<file path="config.mk">
export PLATFORM = sky130hd
export DESIGN_NAME = clk_div_bank
export DESIGN_NICKNAME = d
export VERILOG_FILES = /design/src/rtl/clk_div_pkg.sv /design/src/rtl/clk_div_chan.sv /design/src/rtl/clk_div_bank.sv
export SDC_FILE = /design/constraint.sdc
export NUM_CORES = 1
export LEC_CHECK = 0
export BUFFER_PORTS_ARGS = -buffer_cell sky130_fd_sc_hd__buf_2
export CORE_ASPECT_RATIO = 0.75
export CORE_MARGIN = 5
export CORE_UTILIZATION = 55
export CTS_CLUSTER_DIAMETER = 150
export DETAILED_ROUTE_END_ITERATION = 8
export GPL_TIMING_DRIVEN = 0
export HOLD_SLACK_MARGIN = 0.06
export PLACE_DENSITY_LB_ADDON = 0.1
export SLEW_MARGIN = 5
export SYNTH_ARGS = -nofsm -noshare
export SYNTH_HDL_FRONTEND = slang
export SYNTH_HIERARCHICAL = 1
export SYNTH_SLANG_ARGS = --single-unit
</file>
<file path="constraint.sdc">
create_clock -name clk -period 2.9 [get_ports clk]
set_input_delay 0 -clock clk [delete_from_list [all_inputs] [get_ports clk]]
set_output_delay 0 -clock clk [all_outputs]
set_load 0.1 [all_outputs]
</file>
<file path="src/rtl/clk_div_pkg.sv">
// Shared types and defaults for the clk_div_bank divider bank.
package clk_div_pkg;

    localparam int DEF_DW  = 8;
    localparam int DEF_CYW = 32;
    localparam int DEF_DIV = 10;

    typedef logic [DEF_DW-1:0]  div_t;
    typedef logic [DEF_CYW-1:0] cyc_t;

    typedef enum logic {
        CH_OFF,
        CH_RUN
    } ch_state_e;

endpackage

</file>
<file path="src/rtl/clk_div_chan.sv">
// One divider channel: half-period counter, active/pending divide values,
// divided level and rising-edge strobe.
module clk_div_chan #(
    parameter int DW      = 8,
    parameter int RST_DIV = 10
) (
    input  logic          clk,
    input  logic          reset,
    input  logic          advance,
    input  logic          accept,
    input  logic [DW-1:0] cfg_div,
    output logic          pending,
    output logic          div_clk,
    output logic          tick
);
    import clk_div_pkg::*;

    localparam logic [DW-1:0] ONE = DW'(1);

    logic [DW-1:0] div;
    logic [DW-1:0] cnt;
    logic [DW-1:0] pend_div;
    ch_state_e     state;
    logic          terminal;

    assign state    = (div == '0) ? CH_OFF : CH_RUN;
    assign terminal = (state == CH_RUN) && (cnt == div - ONE);

    always_ff @(posedge clk or posedge reset) begin
        if (reset) begin
            div      <= DW'(RST_DIV);
            cnt      <= '0;
            pend_div <= '0;
            pending  <= 1'b0;
            div_clk  <= 1'b0;
            tick     <= 1'b0;
        end else begin
            tick <= 1'b0;
            if (accept) begin
                pending  <= 1'b1;
                pend_div <= cfg_div;
            end
            if (advance) begin
                if (state == CH_OFF) begin
                    cnt     <= '0;
                    div_clk <= 1'b0;
                    if (pending) begin
                        div     <= pend_div;
                        pending <= 1'b0;
                    end
                end else if (terminal) begin
                    cnt <= '0;
                    // A pending zero turns the channel off at its terminal, low.
                    if (pending && pend_div == '0) begin
                        div_clk <= 1'b0;
                    end else begin
                        div_clk <= ~div_clk;
                        tick    <= ~div_clk;
                    end
                    if (pending) begin
                        div     <= pend_div;
                        pending <= 1'b0;
                    end
                end else begin
                    cnt <= cnt + ONE;
                end
            end
        end
    end

endmodule

</file>
<file path="src/rtl/clk_div_bank.sv">
// Bank of NCH programmable clock dividers sharing a cycle counter with limit stop.
// Optional CLK_DIV_BANK_DISPLAY_EN adds simulation-only tick/done messages.
module clk_div_bank #(
    parameter int NCH     = 4,
    parameter int DW      = 8,
    parameter int CYW     = 32,
    parameter int DEF_DIV = clk_div_pkg::DEF_DIV
) (
    input  logic                   clk,
    input  logic                   reset,
    input  logic                   enable,
    input  logic                   cfg_valid,
    output logic                   cfg_ready,
    input  logic [$clog2(NCH):0]   cfg_ch,
    input  logic [DW-1:0]          cfg_div,
    input  logic [CYW-1:0]         limit,
    output logic [NCH-1:0]         div_clk,
    output logic [NCH-1:0]         tick,
    output logic [CYW-1:0]         cycle,
    output logic                   done
);
    localparam int CHW = $clog2(NCH) + 1;

    logic           advance;
    logic [NCH-1:0] pending;
    logic [CYW-1:0] cycle_nxt;

    assign advance   = enable && !done;
    assign cfg_ready = ~|pending;
    assign cycle_nxt = advance ? cycle + CYW'(1) : cycle;

    genvar gi;
    generate
        for (gi = 0; gi < NCH; gi++) begin : g_ch
            logic accept;
            // Out-of-range channel indices match no channel and are dropped.
            assign accept = cfg_valid && cfg_ready && (cfg_ch == CHW'(gi));

            clk_div_chan #(
                .DW      (DW),
                .RST_DIV (DEF_DIV)
            ) u_chan (
                .clk     (clk),
                .reset   (reset),
                .advance (advance),
                .accept  (accept),
                .cfg_div (cfg_div),
                .pending (pending[gi]),
                .div_clk (div_clk[gi]),
                .tick    (tick[gi])
            );
        end
    endgenerate

    always_ff @(posedge clk or posedge reset) begin
        if (reset) begin
            cycle <= '0;
            done  <= 1'b0;
        end else begin
            cycle <= cycle_nxt;
            if (limit != '0 && cycle_nxt >= limit) begin
                done <= 1'b1;
            end
        end
    end

`ifdef CLK_DIV_BANK_DISPLAY_EN
    int unsigned tick_n [NCH];
    logic        done_q;

    always @(posedge clk or posedge reset) begin
        if (reset) begin
            for (int i = 0; i < NCH; i++) tick_n[i] = 0;
            done_q = 1'b0;
        end else begin
            for (int i = 0; i < NCH; i++) begin
                if (tick[i]) begin
                    tick_n[i] = tick_n[i] + 1;
                    $display("[%0t] ch%0d tick %0d", $time, i, tick_n[i]);
                end
            end
            if (done && !done_q) $display("[%0t] done cycle=%0d", $time, cycle);
            done_q = done;
        end
    end
`endif

endmodule

</file>
After elaboration in Yosys (flattened, before gate mapping)
Index checks and enable logic that the tools add are counted.

storage, ports and cells
  word-level logic and storage cells = 152
  register bits = 141
  bits of input ports = 47

cells by class
  order comparisons = 1
  equal/unequal tests = 7
  $add $sub $neg = 9
  reductions and logical operators = 36
  multiplexer cells = 69
  bitwise logic cells = 4

operator list
  cell                   number
  $mux 8                 20
  $logic_not 8->1        8
  $mux 1                 48
  $add 32x1->32 const B  1
  $add 8x1->8 const B    4
  $eq 8x8->1             4
  $ge 32x32->1           1
  $mux 32                1
  $reduce_bool 32->1     1
  $sub 8x1->8 const B    4
  $logic_and 1x1->1      15
  $reduce_and 2->1       4
  $reduce_bool 2->1      4
  $eq 3x2->1 const B     2
  $not 1->1              4
  $reduce_or 4->1        1
  $eq 3x1->1 const B     1
  $logic_not 3->1        1
  $logic_not 1->1        2

Depth between registers and ports, before layout
  depth after elaboration = 9
  mapped depth = 12
  gate-level depth less buffers = 12

Modules after synthesis
Netlist, hierarchy kept.

modules (own cells, without submodules)
  module                              sequential area each (um^2)  area an instance (um^2)  instances  cells each
  clk_div_chan at g_ch[0].u_chan ...  678.2                        1722.9                   3          183
  clk_div_bank                        825.8                        2387.3                   1          247
  clk_div_chan at g_ch[3].u_chan      678.2                        1814.2                   1          197

Worst setup path before layout
Ideal clock, no wire load.

  path kind = flip-flop to flip-flop
  start point = register g_ch[1].u_chan.pending
  end point = register g_ch[0].u_chan.pend_div[0]
  clock period less this slack = 4946 ps
  setup slack = -2046 ps
  stages on the path, launching flop included = 6
  path buffers = 1
  arrival time = 4822 ps
  path through = dfrtp_1 nor4_1 nand3b_1 nor3_1 clkbuf_1 mux2_2

on the way
  word-level cells in the longest chain between the ends = 4

RTL lines
  what                             line                source
  start: declaration               clk_div_chan.sv:12  output logic pending,
  start signal: assignment         clk_div_chan.sv:34  pending <= 1'b0;
  start signal: assignment         clk_div_chan.sv:40  pending <= 1'b1;
  start signal: assignment         clk_div_chan.sv:49  pending <= 1'b0;
  $reduce_or 4->1                  clk_div_bank.sv:29  assign cfg_ready = ~|pending;
  $logic_not 1->1                  clk_div_bank.sv:29
  net cfg_ready                    clk_div_bank.sv:13  output logic cfg_ready,
  $logic_and 1x1->1 (2 in series)  clk_div_bank.sv:37  assign accept = cfg_valid && cfg_ready && (cfg_ch == CHW'(gi));
  net g_ch[0].accept               clk_div_bank.sv:35  logic accept;
  end signal: assignment           clk_div_chan.sv:41  pend_div <= cfg_div;
  end: declaration                 clk_div_chan.sv:22  logic [DW-1:0] pend_div;

The timed path passes the listed nets, and every way through them passes these cells.
A chain may end at the register's enable or synchronous reset.

Worst setup path in the final report
  start point = register done
  end point = register done

on the way
  word-level cells in the longest chain between the ends = 5

RTL lines
  what                      line                source
  start: declaration        clk_div_bank.sv:20  output logic done
  start signal: assignment  clk_div_bank.sv:58  done <= 1'b0;
  start signal: assignment  clk_div_bank.sv:62  done <= 1'b1;
  $logic_not 1->1           clk_div_bank.sv:28  assign advance = enable && !done;
  $logic_and 1x1->1         clk_div_bank.sv:28
  $mux 32                   clk_div_bank.sv:30  assign cycle_nxt = advance ? cycle + CYW'(1) : cycle;
  net cycle_nxt[13]         clk_div_bank.sv:26  logic [CYW-1:0] cycle_nxt;
  $ge 32x32->1              clk_div_bank.sv:61  if (limit != '0 && cycle_nxt >= limit) begin
  $logic_and 1x1->1         clk_div_bank.sv:61

The timed path passes the listed nets, and every way through them passes these cells.

==> run_results.csv <==
group,metric,value,unit
power_and_ir_drop,cellPowerDensity,585,mW/mm2
power_and_ir_drop,combPwrFrac,0.267,
grt,globalRouteMet1Util,0.384,
floorplanning,coreArea,0.0168,mm2
cts,cts_max_level,4,
finish,finalNonFillerCells,1344,
route,antenna_left,0,
worst_hold_path,hp-class,"in -> reg",
timing,fin_crit_sh,1.06,
setup_path,critical_path_class,"reg -> reg",
cts,clock_latency,0.42,ns
placement,io_buffers,88,
placement,globalplace.congestion,0.900,
synth,avgSynthCellArea,9.44,um2
timing,fin_crit,3.07,ns
timing,tightest_slew,1.11,ns
power_and_ir_drop,clkPwrFrac,0.357,
synth,synth_seq_cells,141,
power_and_ir_drop,p_sw_frac,0.353,
setup_path,cp-end-kind,"flop",
synth,ys.flop_type,"dfrtp_1",
timing,slew_violations,0,
synth,synth_cell_types,74,
timing,relSlewSlack,0.262,
setup_path,arrival,3.37,ns
finish,diodes,0,
grt,grt_pass1_vias,7728,
cts,cts_buffers,17,
route,drc,0,
grt,grt_remaining_overflow,0,
status,outcome,"finished with violations",
setup_path,startpoint_type,"flop",
setup_path,worstPathMaxFanout,4,
job,cap_violations,0,
finish,areaGrowthSynthToFinish,18.1,%
floorplanning,pin_count,89,
finish,nets,1204,
floorplanning,initial_core_util,0.559,
synth,async_flop_share,1.00,
grt,grt_use_met2,0.378,
floorplanning,rows,41,
floorplanning,dieWidth,161,um
cts,cts_num_sinks,141,
grt,antenna_found_initial,0,
synth,seq_area_frac_synth,0.378,
cts,clk_pin_slew,0.06,ns
finish,post-route-util,0.660,
grt,grtUsageTotal,0.253,
grt,met3_usage,0.0490,
floorplanning,fp.dieArea,0.0198,mm2
grt,busiest_layer,"met1",
placement,placed_cells_incl_taps,1296,
timing,rsz0062_at_grt,"yes",
synth,synthesis.nets,1081,
placement,dp_hpwl,17400,um
route,drt-initial-drc-count,842,
power_and_ir_drop,power.switching,2.29,mW
grt,grt_pass1_wl,40300,um
timing,setup_viol,1,
grt,grt_max_degree,34,
cts,clk_path_buf_depth,2,
power_and_ir_drop,power,6.47,mW
power_and_ir_drop,max-vdd-ir-drop,0.366,mV
route,wl_per_cell,18.3,um
cts,cts_tree,"done",
power_and_ir_drop,seqPwrFrac,0.377,
floorplanning,die_y,123,um
route,first_pass_iters,6,
timing,holdWs,0.141,ns
route,drt-total-wl,24600,um
status,violations,"setup timing",
route,vias,8271,
synth,synthCells,993,
route,vias_per_cell,6.15,
finish,drive_gt1_frac,0.250,
power_and_ir_drop,power_leakage,5.11,nW
cts,root_buffer,"clkbuf_16",
setup_path,cp.required,3.20,ns
timing,finalClockSkew,0.0103,ns
synth,synth-edff-count,0,
synth,netlist_area,0.00937,mm2
timing,max_clock_freq,0.326,GHz
power_and_ir_drop,p_int,4.19,mW
synth,yosys_warnings,6,
timing,worst_slack,-0.171,ns
timing,hold_violations,0,
cell families (layout without fill, tap and decap cells):
family / count (synthesis) / after routing / share of synthesized area
AOI/OAI and AO/OA: 196 / 196 / 0.147
xor gates and xnor gates: 76 / 76 / 0.0710
adders and majority gates: 41 / 41 / 0.0547
buffers and inverters: 107 / 242 / 0.0597
DFF: 141 / 141 / 0.378
muxes: 37 / 37 / 0.0439
and+or+nand+nor: 395 / 396 / 0.246
stage by stage:
step           cell area (um2)  setup WS, ns  setup TNS [ns]
2_1_floorplan             9520       0.00643               0
3_3_place_gp             10200        -0.473           -1.07
3_5_place_dp             10200        -0.496          -0.911
4_1_cts                  11000        -0.118          -0.118
5_1_grt                  11100        -0.294          -0.294
6_report                 11100        -0.171          -0.171
repair_timing:
item,in CTS,in global routing
gates cloned,1,0
gates resized for setup,7,9
endpoints found under the setup margin,5,20
buffers inserted,4,2
pin swaps,6,2
hold buffers,9,0
hold endpoints to repair,165,0
placed cells by master (no fill, tap or decap), types with 8 or more instances in the layout:
cell           count
nor2_1            25
buf_6             16
a21oi_1           51
nand3b_1          10
and4_1            12
o41ai_1           19
or4_1             27
dfstp_2            8
inv_1             55
mux2_2            33
nand4_1           17
buf_4             12
xnor2_1           39
nand2_1           93
dfrtp_1          106
ha_1              40
and2_1            10
a31oi_1           15
o2111ai_1         12
clkbuf_1          16
o2bb2ai_1         12
dfrtp_4           21
nor4_1            21
o22ai_1            8
and3_1            16
dlygate4sd3_1      9
nand3_1           68
o21ai_0           25
clkbuf_16         17
buf_2             97
xor2_1            32
nor3_1            23
cell type report:
type | instances | area, um2
repair buffers | 103 | 576
fillers | 1355 | 5710
clock buffers | 19 | 453
flip-flops and latches | 141 | 3620
well taps | 215 | 269
inverters | 56 | 210
clock inverters | 13 | 165
multi-input cells | 746 | 5420
plain buffers | 51 | 349
cells in the mapped netlist, types with 8 or more instances:
library cell    n  area (um2)
ha_1           41         513
o21ai_0        26         130
inv_1          56         210
dfstp_2         8         210
nand3_1        68         340
o2bb2ai_1      12         105
a21oi_1        51         255
clkbuf_1       16        60.1
o2111ai_1      13         114
or4_1          27         203
xnor2_1        44         385
and4_1         12         105
buf_2           9        45.0
nor4_1         22         138
o41ai_1        19         166
nor3_1         25         125
a31oi_1        15        93.8
and3_1         16         100
and2_1         10        62.6
dfrtp_1       133        3330
nor2_1         27         101
o22ai_1         8        50.1
buf_6          16         180
nand4_1        17         106
mux2_2         33         372
xor2_1         32         280
nand2_1        93         349
nand3b_1       10        75.1
sequential cells by signal, indices dropped and copies added (netlist names):
signal,flops
cycle,32
g_ch.u_chan/cnt,32
g_ch.u_chan/div,32
g_ch.u_chan/pend_div,32
g_ch.u_chan/div_clk,4
g_ch.u_chan/pending,4
g_ch.u_chan/tick,4
done,1
per-layer routing:
metal  vias to the layer above  routed length [um]
met5                         -                   0
li1                       3955                   -
met2                       293               10900
met3                        22                1720
met4                         0                 210
met1                      4001               11800
path summary, 6_finish.rpt:
path / to / from / cells past startpoint / slack (ns)
setup / recovery: done / done / 11 / -0.17
hold / removal: cycle[4] / enable / 4 / 0.14
setup reg to reg: done / done / 11 / -0.17
hold reg to reg: cycle[22] / cycle[22] / 1 / 0.52
max in group asynchronous: g_ch[0].u_chan/tick / reset / 3 / 1.75
min in group asynchronous: cycle[2] / reset / 3 / 0.33
power groups by stage:
stage	combinational [mW]	sequential (mW)	clock (mW)
after floorplan	1.00	2.74	0
after global placement	1.64	2.46	0
after detailed placement	1.67	2.46	0
after CTS	1.70	2.43	2.34
after global routing	1.90	2.47	2.43
final	1.73	2.44	2.31
critical path, stage by stage, from the launching register on:
cell	delay, ns
dfrtp_4	0.50
nand4b_1	0.33
nor3_4	0.24
nand4_1	0.16
or2_1	0.27
xnor2_2	0.15
ha_1	0.29
nand3_1	0.08
nand2_1	0.06
a221oi_2	0.26
nand3b_1	0.18
a2111o_1	0.40
Power figures use the tool's default switching activity.
